==> src/rtl/usr_pkg.sv <==
// Shared types for the universal shift register: operation codes and burst FSM states.
package usr_pkg;

  localparam int OP_W = 3;

  typedef enum logic [OP_W-1:0] {
    OP_HOLD = 3'd0,
    OP_SHR  = 3'd1,
    OP_SHL  = 3'd2,
    OP_ROR  = 3'd3,
    OP_ROL  = 3'd4,
    OP_ASR  = 3'd5,
    OP_LOAD = 3'd6,
    OP_CLR  = 3'd7
  } usr_op_e;

  typedef enum logic {
    ST_IDLE  = 1'b0,
    ST_BURST = 1'b1
  } usr_state_e;

endpackage

==> src/rtl/usr_bit_slice.sv <==
// One bit of the universal shift register: 8:1 next-state mux feeding an async-reset flop.
module usr_bit_slice
  import usr_pkg::*;
(
  input  logic    clk_i,
  input  logic    rst_ni,
  input  usr_op_e op_i,
  input  logic    shr_in_i,
  input  logic    ror_in_i,
  input  logic    asr_in_i,
  input  logic    shl_in_i,
  input  logic    rol_in_i,
  input  logic    d_i,
  output logic    q_o
);

  logic q_q;
  logic q_d;

  always_comb begin
    q_d = q_q;
    case (op_i)
      OP_HOLD: q_d = q_q;
      OP_SHR:  q_d = shr_in_i;
      OP_SHL:  q_d = shl_in_i;
      OP_ROR:  q_d = ror_in_i;
      OP_ROL:  q_d = rol_in_i;
      OP_ASR:  q_d = asr_in_i;
      OP_LOAD: q_d = d_i;
      OP_CLR:  q_d = 1'b0;
    endcase
  end

  always_ff @(posedge clk_i or negedge rst_ni) begin
    if (!rst_ni) q_q <= 1'b0;
    else         q_q <= q_d;
  end

  assign q_o = q_q;

endmodule

==> src/rtl/universal_shift_register.sv <==
// N-bit universal shift register with single-step ops and a counted autonomous burst mode.
module universal_shift_register
  import usr_pkg::*;
#(
  parameter int N     = 8,
  parameter int CNT_W = $clog2(N + 1)
) (
  input  logic             clk,
  input  logic             reset_n,
  input  logic             en,
  input  logic [OP_W-1:0]  op,
  input  logic             start,
  input  logic [CNT_W-1:0] burst_len,
  input  logic [N-1:0]     D,
  input  logic             SI_R,
  input  logic             SI_L,
  output logic [N-1:0]     Q,
  output logic             SO_R,
  output logic             SO_L,
  output logic             busy,
  output logic             done
);

  localparam logic [CNT_W-1:0] LEN_MAX = CNT_W'(N);

  usr_state_e       state_q, state_d;
  usr_op_e          op_q, op_d;
  logic [CNT_W-1:0] cnt_q, cnt_d;
  logic             busy_q, busy_d;
  logic             done_q, done_d;
  usr_op_e          op_live, eff_op;
  logic             is_shift;
  logic [CNT_W-1:0] len_sat;
  logic [N-1:0]     q;

  assign op_live  = usr_op_e'(op);
  assign is_shift = (op_live == OP_SHR) || (op_live == OP_SHL) || (op_live == OP_ROR) ||
                    (op_live == OP_ROL) || (op_live == OP_ASR);
  assign len_sat  = (burst_len > LEN_MAX) ? LEN_MAX : burst_len;

  // A frozen cycle forces HOLD into every slice, so the datapath needs no separate enable.
  always_comb begin
    state_d = state_q;
    op_d    = op_q;
    cnt_d   = cnt_q;
    busy_d  = busy_q;
    done_d  = 1'b0;
    eff_op  = OP_HOLD;
    if (en) begin
      case (state_q)
        ST_IDLE: begin
          eff_op = op_live;
          if (start) begin
            done_d = 1'b1;
            if (is_shift) begin
              if (len_sat == '0) begin
                eff_op = OP_HOLD;
              end else if (len_sat != CNT_W'(1)) begin
                done_d  = 1'b0;
                op_d    = op_live;
                cnt_d   = len_sat - CNT_W'(1);
                busy_d  = 1'b1;
                state_d = ST_BURST;
              end
            end
          end
        end
        ST_BURST: begin
          eff_op = op_q;
          if (cnt_q == CNT_W'(1)) begin
            cnt_d   = '0;
            busy_d  = 1'b0;
            done_d  = 1'b1;
            state_d = ST_IDLE;
          end else begin
            cnt_d = cnt_q - CNT_W'(1);
          end
        end
        default: state_d = ST_IDLE;
      endcase
    end
  end

  always_ff @(posedge clk or negedge reset_n) begin
    if (!reset_n) begin
      state_q <= ST_IDLE;
      op_q    <= OP_HOLD;
      cnt_q   <= '0;
      busy_q  <= 1'b0;
      done_q  <= 1'b0;
    end else begin
      state_q <= state_d;
      op_q    <= op_d;
      cnt_q   <= cnt_d;
      busy_q  <= busy_d;
      done_q  <= done_d;
    end
  end

  // Edge slices take serial inputs or wrap-around bits; interior slices take neighbours.
  for (genvar i = 0; i < N; i++) begin : g_bit
    logic shr_in, ror_in, asr_in, shl_in, rol_in;

    if (i == N - 1) begin : g_msb
      assign shr_in = SI_R;
      assign ror_in = q[0];
      assign asr_in = q[N-1];
    end else begin : g_hi
      assign shr_in = q[i+1];
      assign ror_in = q[i+1];
      assign asr_in = q[i+1];
    end

    if (i == 0) begin : g_lsb
      assign shl_in = SI_L;
      assign rol_in = q[N-1];
    end else begin : g_lo
      assign shl_in = q[i-1];
      assign rol_in = q[i-1];
    end

    usr_bit_slice u_slice (
      .clk_i    (clk),
      .rst_ni   (reset_n),
      .op_i     (eff_op),
      .shr_in_i (shr_in),
      .ror_in_i (ror_in),
      .asr_in_i (asr_in),
      .shl_in_i (shl_in),
      .rol_in_i (rol_in),
      .d_i      (D[i]),
      .q_o      (q[i])
    );
  end

  assign Q    = q;
  assign SO_R = q[0];
  assign SO_L = q[N-1];
  assign busy = busy_q;
  assign done = done_q;

endmodule

==> config.mk <==
export PLATFORM = sky130hd
export DESIGN_NAME = universal_shift_register
export DESIGN_NICKNAME = d
export VERILOG_FILES = /design/src/rtl/usr_pkg.sv /design/src/rtl/usr_bit_slice.sv /design/src/rtl/universal_shift_register.sv
export SDC_FILE = /design/constraint.sdc
export NUM_CORES = 1
export LEC_CHECK = 0
export BUFFER_PORTS_ARGS = -buffer_cell sky130_fd_sc_hd__clkbuf_2
export CAP_MARGIN = 30
export CORE_ASPECT_RATIO = 1.1
export CORE_UTILIZATION = 48
export CTS_CLUSTER_SIZE = 40
export DETAILED_ROUTE_END_ITERATION = 10
export PLACE_DENSITY = 0.75
export SETUP_SLACK_MARGIN = 0.15
export SYNTH_ARGS = -nofsm -noshare
export SYNTH_HDL_FRONTEND = slang
export SYNTH_SLANG_ARGS = --single-unit
==> constraint.sdc <==
create_clock -name clk -period 1.5 [get_ports clk]
set_clock_uncertainty 0.1 [all_clocks]
set_input_delay 0.075 -clock clk [delete_from_list [all_inputs] [get_ports clk]]
set_output_delay 0.075 -clock clk [all_outputs]
set_load 0.005 [all_outputs]
# After elaboration in Yosys (flattened, before gate mapping)
# Cells that the tools add are included.
[totals]
regBits = 18
input_bits = 21
output_inout_bits = 12
wordCells = 88
[op_classes]
n_addsub = 2
order_cmp = 1
n_eq_ne = 19
mux = 39
n_bitwise = 2
n_reduce_logical = 12
[ops]
columns = ["operator", "n"]
rows = [
  ["2-to-1 mux 4 bit", 6],
  ["one-hot mux 1 bit (4 select lines)", 6],
  ["equality test 3 bit (second input constant)", 6],
  ["2-to-1 mux 1 bit", 16],
  ["equality test 3 x 2 -> 1 bit (second input constant)", 4],
  ["2-to-1 mux 3 bit", 4],
  ["AND reduction 6 bit", 2],
  ["one-hot mux 1 bit (5 select lines)", 2],
  ["inequality test 2 bit (second input constant)", 4],
  ["one-hot mux 4 bit (2 select lines)", 1],
  ["subtractor 4 x 1 -> 4 bit (second input constant)", 2],
  ["equality test 3 x 1 -> 1 bit (second input constant)", 2],
  ["one-hot mux 1 bit (2 select lines)", 3],
  ["one-hot mux 3 bit (2 select lines)", 1],
  ["AND reduction 5 bit", 1],
  ["equality test 4 x 1 -> 1 bit (second input constant)", 1],
  ["> comparator 4 bit (second input constant)", 1],
  ["logical NOT 4 bit", 1],
  ["logical OR 1 bit", 4],
  ["inequality test 4 x 1 -> 1 bit (second input constant)", 1],
  ["OR reduction 2 bit", 2],
  ["logical NOT 3 bit", 1],
  ["OR reduction 3 bit", 1],
  ["inequality test 2 x 1 -> 1 bit (second input constant)", 1],
  ["inverter 1 bit", 2],
]

# Depth between registers and ports, before layout
# Gate-level depths: netlist of run 1.
[logic_depth]
word_depth = 12
depth_mapped = 9
mapped_depth_nobuf = 8

# Cells and area by module
# A second synthesis of run 1 with hierarchy kept.
[unflattened]
hier_cells = 137
area_unflattened_um2 = 1457.6
[by_module_without_submodules]
columns = ["mod", "n_inst", "cells_per_inst", "area_each_um2", "seq_area_each_um2"]
rows = [
  ["universal_shift_register", 1, 89, 807.0, 250.2],
  ["usr_bit_slice", 8, 6, 81.3, 25.0],
]

# Worst setup path after synthesis of run 1
# No wires, ideal clock.
[synth_timing]
path_kind = "reg-to-reg"
start = "register state_q"
end = "register g_bit[4].u_slice.q_q"
setup_time_ns = 0.125
arrival_ns = 1.395
required_time_ns = 1.275
path_slack_ns = -0.120
stages_incl_launch_ff = 7
n_path_buf = 2
cell_sequence = "dfrtp_1 buf_6 buf_2 o21ai_1 or2b_4 a31oi_1 a21oi_1"
[synth_via]
elab_chain_len = 6
[synth_rtl]
columns = ["element", "line", "text"]
rows = [
  ["from (decl)", "universal_shift_register.sv:26", "usr_state_e state_q, state_d;"],
  ["from (signal assigned)", "universal_shift_register.sv:92", "state_q <= state_d;"],
  ["inverter 1 bit (no source line)", "--", ""],
  ["one-hot mux 3 bit (2 select lines) (*)", "universal_shift_register.sv:50", "case (state_q)"],
  ["2-to-1 mux 3 bit (*)", "universal_shift_register.sv:49", "if (en) begin"],
  ["equality test 3 x 1 -> 1 bit, or another cell as far along", "usr_bit_slice.sv:22", "case (op_i)"],
  ["OR reduction 3 bit (no source line) or OR reduction 2 bit (tied branches)", "--", ""],
  ["one-hot mux 1 bit (4 select lines)", "usr_bit_slice.sv:22", ""],
  ["to (signal assigned)", "usr_bit_slice.sv:36", "else q_q <= q_d;"],
  ["to (decl)", "usr_bit_slice.sv:17", "logic q_q;"],
]
# Mark *: on every way between the ends. The rest lies on a longest branch, timed or not.
# A chain may end at the register's enable or synchronous reset.

# Worst setup path in the final report of run 1
[layout_timing]
start = "register state_q"
end = "register g_bit[1].u_slice.q_q"
[layout_via]
elab_chain_len = 6
[layout_rtl]
columns = ["element", "line"]
rows = [
  ["inverter 1 bit (no source line)", "--"],
  ["one-hot mux 3 bit (2 select lines) (*)", "universal_shift_register.sv:50"],
  ["2-to-1 mux 3 bit (*)", "universal_shift_register.sv:49"],
  ["equality test 3 x 1 -> 1 bit, or another cell as far along", "usr_bit_slice.sv:22"],
  ["OR reduction 3 bit (no source line) or OR reduction 2 bit (tied branches)", "--"],
  ["one-hot mux 1 bit (4 select lines)", "usr_bit_slice.sv:22"],
  ["to (signal assigned)", "usr_bit_slice.sv:36"],
  ["to (decl)", "usr_bit_slice.sv:17"],
]
# Marks and branches as above.

==> metrics.txt, run 1 <==
status finished, violations left; failing checks setup timing; fmax ~0.58 GHz; Die W 53.9 um; first-pass GRT wire length just under 6000 um; root buf cell clkbuf_4; most frequent cell after synthesis a21oi_1; H-Tree Depth 1; die area between 0.003 and 0.004 mm2; wire length per cell between 15 and 20 um; Overall Global Routing Usage roughly 25%; Critical Path AT 1830 ps; maxcap violations 0; Post-Place Cell Area 0.00177 mm2; vias in the first global route about 1,300; Seq cells post-synth 18; fin crit period 1730 ps; ys async rst share between 90% and 100%; relative slew slack 68.1%; Num Clock Sinks 18; ANT cells 0; Seq/Total Area, Yosys between 30% and 40%; Distinct cells, synth 52; Vias per Instance 5.73; layout cell share with drive strength beyond 1 between 50% and 60%; final worst path period share 115%; clk_lat worst skew roughly 300 ps; Buf/Inv on CP 1; die height between 50 and 60 um; Synth top area share between 30% and 40%; final core utilization about three quarters; remaining routing DRC violations 0; HPWL Detailed about 2800 um; clock slew at reported path FFs 110 ps; Initial Util roughly half; synthesized area 0.00142 mm2; Mapped Nets about 180; global route total overflow 0; worst endpoint required time between 1500 and 2000 ps; Power Density approximately 1900 mW/mm2; CTS max path bufs 2; Mean Syn Cell Area a little over 9 um2; Hold WC Path Type in2reg; CP Max Fanout 8; GPL Wtd Cong between 0.8 and 0.9; placed insts between 200 and 250; RSZ-0062 raised after global routing true; First-pass DRT Iterations 4; total CTS buffers 3; Final Hold Viols 0; TritonCTS clock tree yes; top cells by area, synth dfrtp_1 32%, a21oi_1 6.7%, buf_4 4.2%, ha_1 3.5%, buf_6 3.2%; Port Buffers 32; Slowest cell on crit path dfrtp_2; number of synthesized flops with an enable pin 0; worst vdd ir between 1500 and 2000 uV; Primary FF master, synth dfrtp_1; Pwr Total ~4 mW; Worst setup SP type register; max incr delay on CP approximately 500 ps; via count about 1,500; Yosys warning total 0; total routed wirelength between 4000 and 5000 um; post-route cell area 0.00209 mm2; final setup violation count 15; Final WS setup -226 ps; non-filler instance count after layout between 200 and 300; Crit Path Class reg2reg; Final #Nets between 200 and 250; critical path cell sequence nand3b_1 > buf_4 > o211ai_2 > nor2_2 > a221oi_2 > o21ai_1; count of pins over their slew limit 0; Synth top cells by count 19 x a21oi_1, 18 x dfrtp_1, 12 x nor2_1; P&R area growth vs syn 47.0%; delay-heaviest family, CP compound AO/OA/AOI/OAI gates; measured slew at the worst slew-check pin between 400 and 500 ps; hold_ws ~41 ps; Pleak about 0.94 nW; core area roughly 0.0028 mm2; Cells after Synth approximately 150; row count 20; crit end category register; initial antenna violation count 0; DRT antenna net count 0; First DRT Iteration DRCs between 40 and 50; Ports 33; largest area contributor in the netlist dfrtp_1; largest net degree at the start of global routing 19
-- report_power, final --
part	switching, mW	total [mW]	internal [mW]
clock network	0.170	0.318	0.148
logic	1.21	2.68	1.46
registers	0.283	0.998	0.715
total	1.67	3.99	2.33
-- state kept, by name, indices dropped and copies added, names as in the netlist --
| signal | flops |
|---|---|
| done | 1 |
| cnt_q | 4 |
| busy | 1 |
| g_bit.u_slice.q_o | 8 |
| state_q | 1 |
| op_q | 3 |
-- per-stage QoR --
step	setup TNS [ps]	worst slack, ps
2_1_floorplan	-336	-48.9
3_3_place_gp	-2420	-197
3_5_place_dp	-3320	-264
4_1_cts	-1650	-182
5_1_grt	-3200	-317
6_report	-2020	-226
-- worst min-delay path: stages --
cell and delay [ps]:
clkbuf_2 80, o32ai_2 80, a22oi_1 170
-- layout by cell type, fill, tap and decap left out, types with 3 or more instances in the layout --
cell type	netlist	layout
a21oi_1	19	18
a31oi_1	3	3
buf_4	8	30
buf_6	4	13
clkbuf_2	0	32
clkbuf_4	0	3
dfrtp_1	18	17
dlygate4sd3_1	0	3
inv_1	8	6
mux2_4	1	4
nand2_1	10	9
nor2_1	12	8
nor2_2	1	4
o22ai_1	4	4
xnor2_1	3	3
-- what timing repair did --
item                       in CTS  in global routing
hold buffers                    3                  0
setup endpoints to repair      18                 18
pin swaps                       2                 11
setup buffers                   0                 12
hold endpoints to repair       19                  0
resized for setup               9                 29
cloned                          0                  0
-- path summary, 6_finish.rpt --
| kind | cells past startpoint | startpoint | endpoint | slack (ps) |
|---|---|---|---|---|
| worst min-delay path | 3 | SI_R | g_bit[7].u_slice.q_o | 40 |
| worst max-delay path | 6 | state_q | g_bit[1].u_slice.q_o | -230 |
| max in group asynchronous | 2 | reset_n | state_q | 810 |
| worst min register to register | 2 | busy | busy | 490 |
| worst max register to register | 6 | state_q | g_bit[1].u_slice.q_o | -230 |
| min in group asynchronous | 2 | reset_n | op_q[2] | 140 |
-- per-layer routing --
layer	vias to the layer above	track usage [%]	share of wire, %
met1	727	30.8	40
met5	-	0	0
met2	32	45.7	56
met4	0	4.51	1.3
met3	4	5.38	3.0
li1	692	-	-
-- logic make-up (layout without fill, tap and decap cells) --
family / Yosys count / in the layout / share of synthesized area [%]
flops: 18 / 18 / 31.7
mux: 8 / 8 / 6.86
compound gates: 54 / 54 / 29.1
fa+ha+maj: 4 / 4 / 3.52
simple gates: 42 / 42 / 15.6
xor+xnor: 5 / 5 / 3.08
buf+inv: 22 / 90 / 10.2
-- layout make-up --
cell class	instances	area, um2
Fill cell	189	712
Timing Repair Buffer	78	562
Clock buffer	4	36.3
Tap cell	33	41.3
Inverter	8	30.0
Multi-Input combinational cell	113	970
Sequential cell	18	452
No activity file was read; power rests on OpenSTA's default activity.
==> run 2: changes to the inputs <==
CORE_UTILIZATION = 44   (was 48)
PLACE_DENSITY = 0.7   (was 0.75)
==> metrics.txt, run 2 (synthesis gave the netlist of run 1 again) <==
Final Hold Viols 0; die height 61.6 um; clock slew at reported path FFs approximately 120 ps; most common cell after layout, fill and taps aside buf_4; first-pass GRT wire length a little over 7000 um; Worst R2R Start state_q; First-pass DRT Iterations 4; final setup violation count 17; hold path depth 3; fin crit period between 1500 and 2000 ps; Critical Path AT 1890 ps; Worst setup SP type register; HPWL Detailed approximately 3000 um; relative slew slack about two thirds; Gate power share between 70% and 80%; RSZ-0062 raised after global routing true; worst endpoint required time approximately 1600 ps; Sw Share between 40% and 50%; Die W roughly 56 um; non-filler instance count after layout about 260; layout cell share with drive strength beyond 1 between 60% and 70%; max FFs per register 8; Overall Global Routing Usage a little over a quarter; Power Density 2000 mW/mm2; R2R setup slack -280 ps; placed insts 240; Pleak 1.00 nW; global route total overflow 0; clock share of power under 10%; initial antenna violation count 0; Cell Int Power approximately 2.5 mW; Initial Util a little under half; First DRT Iteration DRCs 108; Ports 33; post-route cell area 0.00221 mm2; sequential power share 22.6%; Hold WC Path Type in2reg; failing checks setup timing; core area between 0.003 and 0.004 mm2; row count 21; Post-Place Cell Area between 0.0015 and 0.002 mm2; maxcap violations 0; Vias per Instance 5.90; wire length per cell 18.3 um; worst vdd ir around 1200 uV; vias in the first global route around 1,600; Port Buffers 32; GPL Wtd Cong a little under 0.9; fmax 0.562 GHz; Final #Nets about 250; worst slack, placed -351 ps; via count roughly 1,500; R2R depth 7; count of pins over their slew limit 0; Final WS setup -281 ps; total CTS buffers 3; P&R area growth vs syn 55.1%; remaining routing DRC violations 0; root buf cell clkbuf_4; TritonCTS clock tree yes; measured slew at the worst slew-check pin about 500 ps; Hold Crit Start SI_R; Num Clock Sinks 18; CP Max Fanout 8; DRT antenna net count 0; total routed wirelength 4780 um; final worst path period share 119%; ANT cells 0; crit end category register; Critical R2R Capture g_bit[0].u_slice.q_o; Crit Path Class reg2reg; most frequent cells in the layout 39 x buf_4, 32 x clkbuf_2, 17 x dfrtp_1; sw power 1.88 mW; die area ~0.0035 mm2; largest net degree at the start of global routing 19; clk_lat worst skew ~320 ps; CTS max path bufs 2; Hold Path Sink g_bit[7].u_slice.q_o; status finished, violations left; H-Tree Depth 1
-- run 2: how the worst max path moves through the flow --
stage | startpoint | endpoint | slack, ps | cells past startpoint
after floorplan | state_q | g_bit[1].u_slice.q_o | -50 | 7
after global placement | state_q | g_bit[5].u_slice.q_o | -240 | 6
after detailed placement | state_q | g_bit[5].u_slice.q_o | -350 | 6
after CTS | state_q | g_bit[5].u_slice.q_o | -230 | 6
after global routing | state_q | g_bit[0].u_slice.q_o | -340 | 7
final | state_q | g_bit[0].u_slice.q_o | -280 | 7
-- run 2: critical path: stages (launching register included) --
cell	delay, ps
dfrtp_2	470
buf_6	150
buf_6	110
mux2i_2	140
buf_6	140
nor4_2	320
a211oi_2	100
a2bb2oi_2	140
-- run 2: what timing repair did --
item,CTS,global route
pin swaps,20,15
hold endpoints to repair,18,0
setup endpoints to repair,18,18
hold buffers,1,0
gates cloned,1,0
resized for setup,38,14
setup buffers,14,2
-- run 2: final cells by class --
cell class              instances  area [um2]
multi-input cells             114        1040
fillers                       214         867
repair buffers                 84         606
flip-flops and latches         18         452
well taps                      34        42.5
clock buffers                   4        36.3
inverters                       8        30.0
-- run 2: metal layers --
metal  track usage, %  vias to the layer above  part of all wire, %
met2             54.3                       69                   54
met5                0                        -                    0
met3             3.15                       22                  4.8
li1                 -                      705                    -
met4             16.7                        0                  4.4
met1             27.8                      749                   37
-- run 2: power groups by stage --
stage | registers (mW) | clock network, mW | logic [mW]
after floorplan | 0.915 | 0 | 1.50
after global placement | 0.950 | 0 | 2.11
after detailed placement | 0.970 | 0 | 2.20
after CTS | 0.966 | 0.328 | 2.81
after global routing | 1.02 | 0.352 | 3.29
final | 0.995 | 0.326 | 3.08
-- run 2: through the flow --
| stage | setup TNS [ps] | util [%] | total power, mW | hold WS, ps |
|---|---|---|---|---|
| floorplan | -336 | - | 2.41 | -321 |
| global placement | -2720 | 58.6 | 3.06 | -45.4 |
| detailed placement | -3970 | 58.6 | 3.17 | -37.0 |
| CTS | -2020 | 69.2 | 4.11 | 17.0 |
| global route | -3370 | 71.8 | 4.66 | 28.6 |
| finish | -2490 | 71.8 | 4.41 | 27.5 |
==> run 3: changes to the inputs <==
CORE_UTILIZATION = 25   (was 44)
PLACE_DENSITY = not set   (was 0.7)
==> metrics.txt, run 3 (synthesis gave the netlist of run 1 again) <==
total CTS buffers 3; vias in the first global route 1,428; core area between 0.005 and 0.006 mm2; Pwr Total around 4.7 mW; clock slew at reported path FFs approximately 80 ps; final worst path period share 115%; TritonCTS clock tree yes; final setup violation count 14; status finished, violations left; measured slew at the worst slew-check pin a little over 500 ps; worst vdd ir between 600 and 700 uV; CP Max Fanout 7; Num Clock Sinks 18; post-route setup TNS -2390 ps; final core utilization 43.5%; critical path cell sequence buf_6 > mux2_4 > nor4b_2 > a31oi_1 > a21oi_1; die area around 0.0060 mm2; Worst R2R Start state_q; GPL Wtd Cong about 0.77; Hold Crit Start start; HPWL Detailed ~2900 um; Final WS setup -232 ps; wire length per cell about 15 um; largest net degree at the start of global routing 19; RSZ-0062 raised after global routing true; row count 28; Vias per Instance 4.85; CP startpoint state_q; First-pass DRT Iterations 4; P&R area growth vs syn 66.1%; hold_ws 104 ps; Worst setup SP type register; die height 81.1 um; worst endpoint required time 1580 ps; total routed wirelength 4380 um; First DRT Iteration DRCs around 110; placed insts about 280; ANT cells 0; Critical Path AT 1810 ps; Filler Cell Count 502; clk_lat worst skew between 200 and 300 ps; global route total overflow 0; Overall Global Routing Usage 14.9%; multi-input logic area 0.00113 mm2; crit end category register; DRT antenna net count 0; max incr delay on CP ~440 ps; remaining routing DRC violations 0; fmax between 0.5 and 0.6 GHz; Initial Util about a quarter; Crit Path Class reg2reg; Power Density slightly below 2000 mW/mm2; Hold WC Path Type in2reg; CTS max path bufs 2; fin crit period between 1500 and 2000 ps; most frequent cells in the layout 33 x buf_4, 32 x clkbuf_2, 17 x dfrtp_1; Die W approximately 74 um; Final Hold Viols 0; initial antenna violation count 0; layout cell share with drive strength beyond 1 slightly above 60%; Sequential Area ~450 um2; Final #Nets ~250; via count around 1,500; max FFs per register 8; H-Tree Depth 1; Pleak about 1.0 nW; root buf cell clkbuf_8; Slowest cell on crit path dfrtp_2; Ports 33; maxcap violations 0; non-filler instance count after layout ~300; count of pins over their slew limit 0; Port Buffers 32; relative slew slack between 60% and 70%; failing checks setup timing; first-pass GRT wire length 6970 um; most common cell after layout, fill and taps aside buf_4
-- run 3: cell types whose count changed in the layout (fill, tap and decap cells not counted), moves of 2 or more --
cell       change
clkbuf_8       +3
buf_6          +5
a21oi_4        +3
a21oi_1        -4
a2bb2oi_2      -2
clkbuf_4       -3
buf_4          -6
-- run 3: worst max-delay path: cells and delay by family (launching register included) --
family / cells / cell delay (ps)
compound gates: 2 / 240
buf+inv: 1 / 140
flops: 1 / 440
mux: 1 / 380
simple gates: 1 / 340
-- run 3: area by class of cell --
type                       count  area share (%)
tap                           75            3.97
multi-input combinational    114            47.8
timing repair buffer          82            25.5
sequential                    18            19.1
clock buffer                   4            2.33
inverter                       8            1.27
-- run 3: through the flow --
step	cell area, um2	setup WS [ps]
floorplan	1460	-48.9
global placement	1860	-240
detailed placement	1860	-264
CTS	2240	-185
global route	2360	-271
finish	2360	-232
-- run 3: final timing paths --
path                       cells past startpoint  slack, ps                   end
max reg2reg                                    5       -230  g_bit[4].u_slice.q_o
min                                            3        100                  done
max                                            5       -230  g_bit[4].u_slice.q_o
max in group asynchronous                      2        710               state_q
min reg2reg                                    2        470                  busy
min in group asynchronous                      2        220               op_q[2]
-- run 3: repair_timing --
| action | in CTS | in global routing |
|---|---|---|
| hold buffers | 1 | 0 |
| pin swaps | 24 | 21 |
| setup endpoints to repair | 18 | 18 |
| setup buffers | 11 | 2 |
| endpoints found under the hold margin | 18 | 0 |
| resized for setup | 46 | 21 |
| cloned | 1 | 0 |
-- run 3: per-layer routing --
layer / global-route usage (%) / part of all wire (%)
met3: 1.99 / 3.2
met1: 18.7 / 43
met4: 4.04 / 1.6
met5: 0 / 0
met2: 26.5 / 52
-- run 3: power by group --
part | total (mW) | switching (mW) | internal (mW)
clock | 0.408 | 0.175 | 0.233
combinational | 3.27 | 1.49 | 1.78
sequential | 1.02 | 0.304 | 0.716
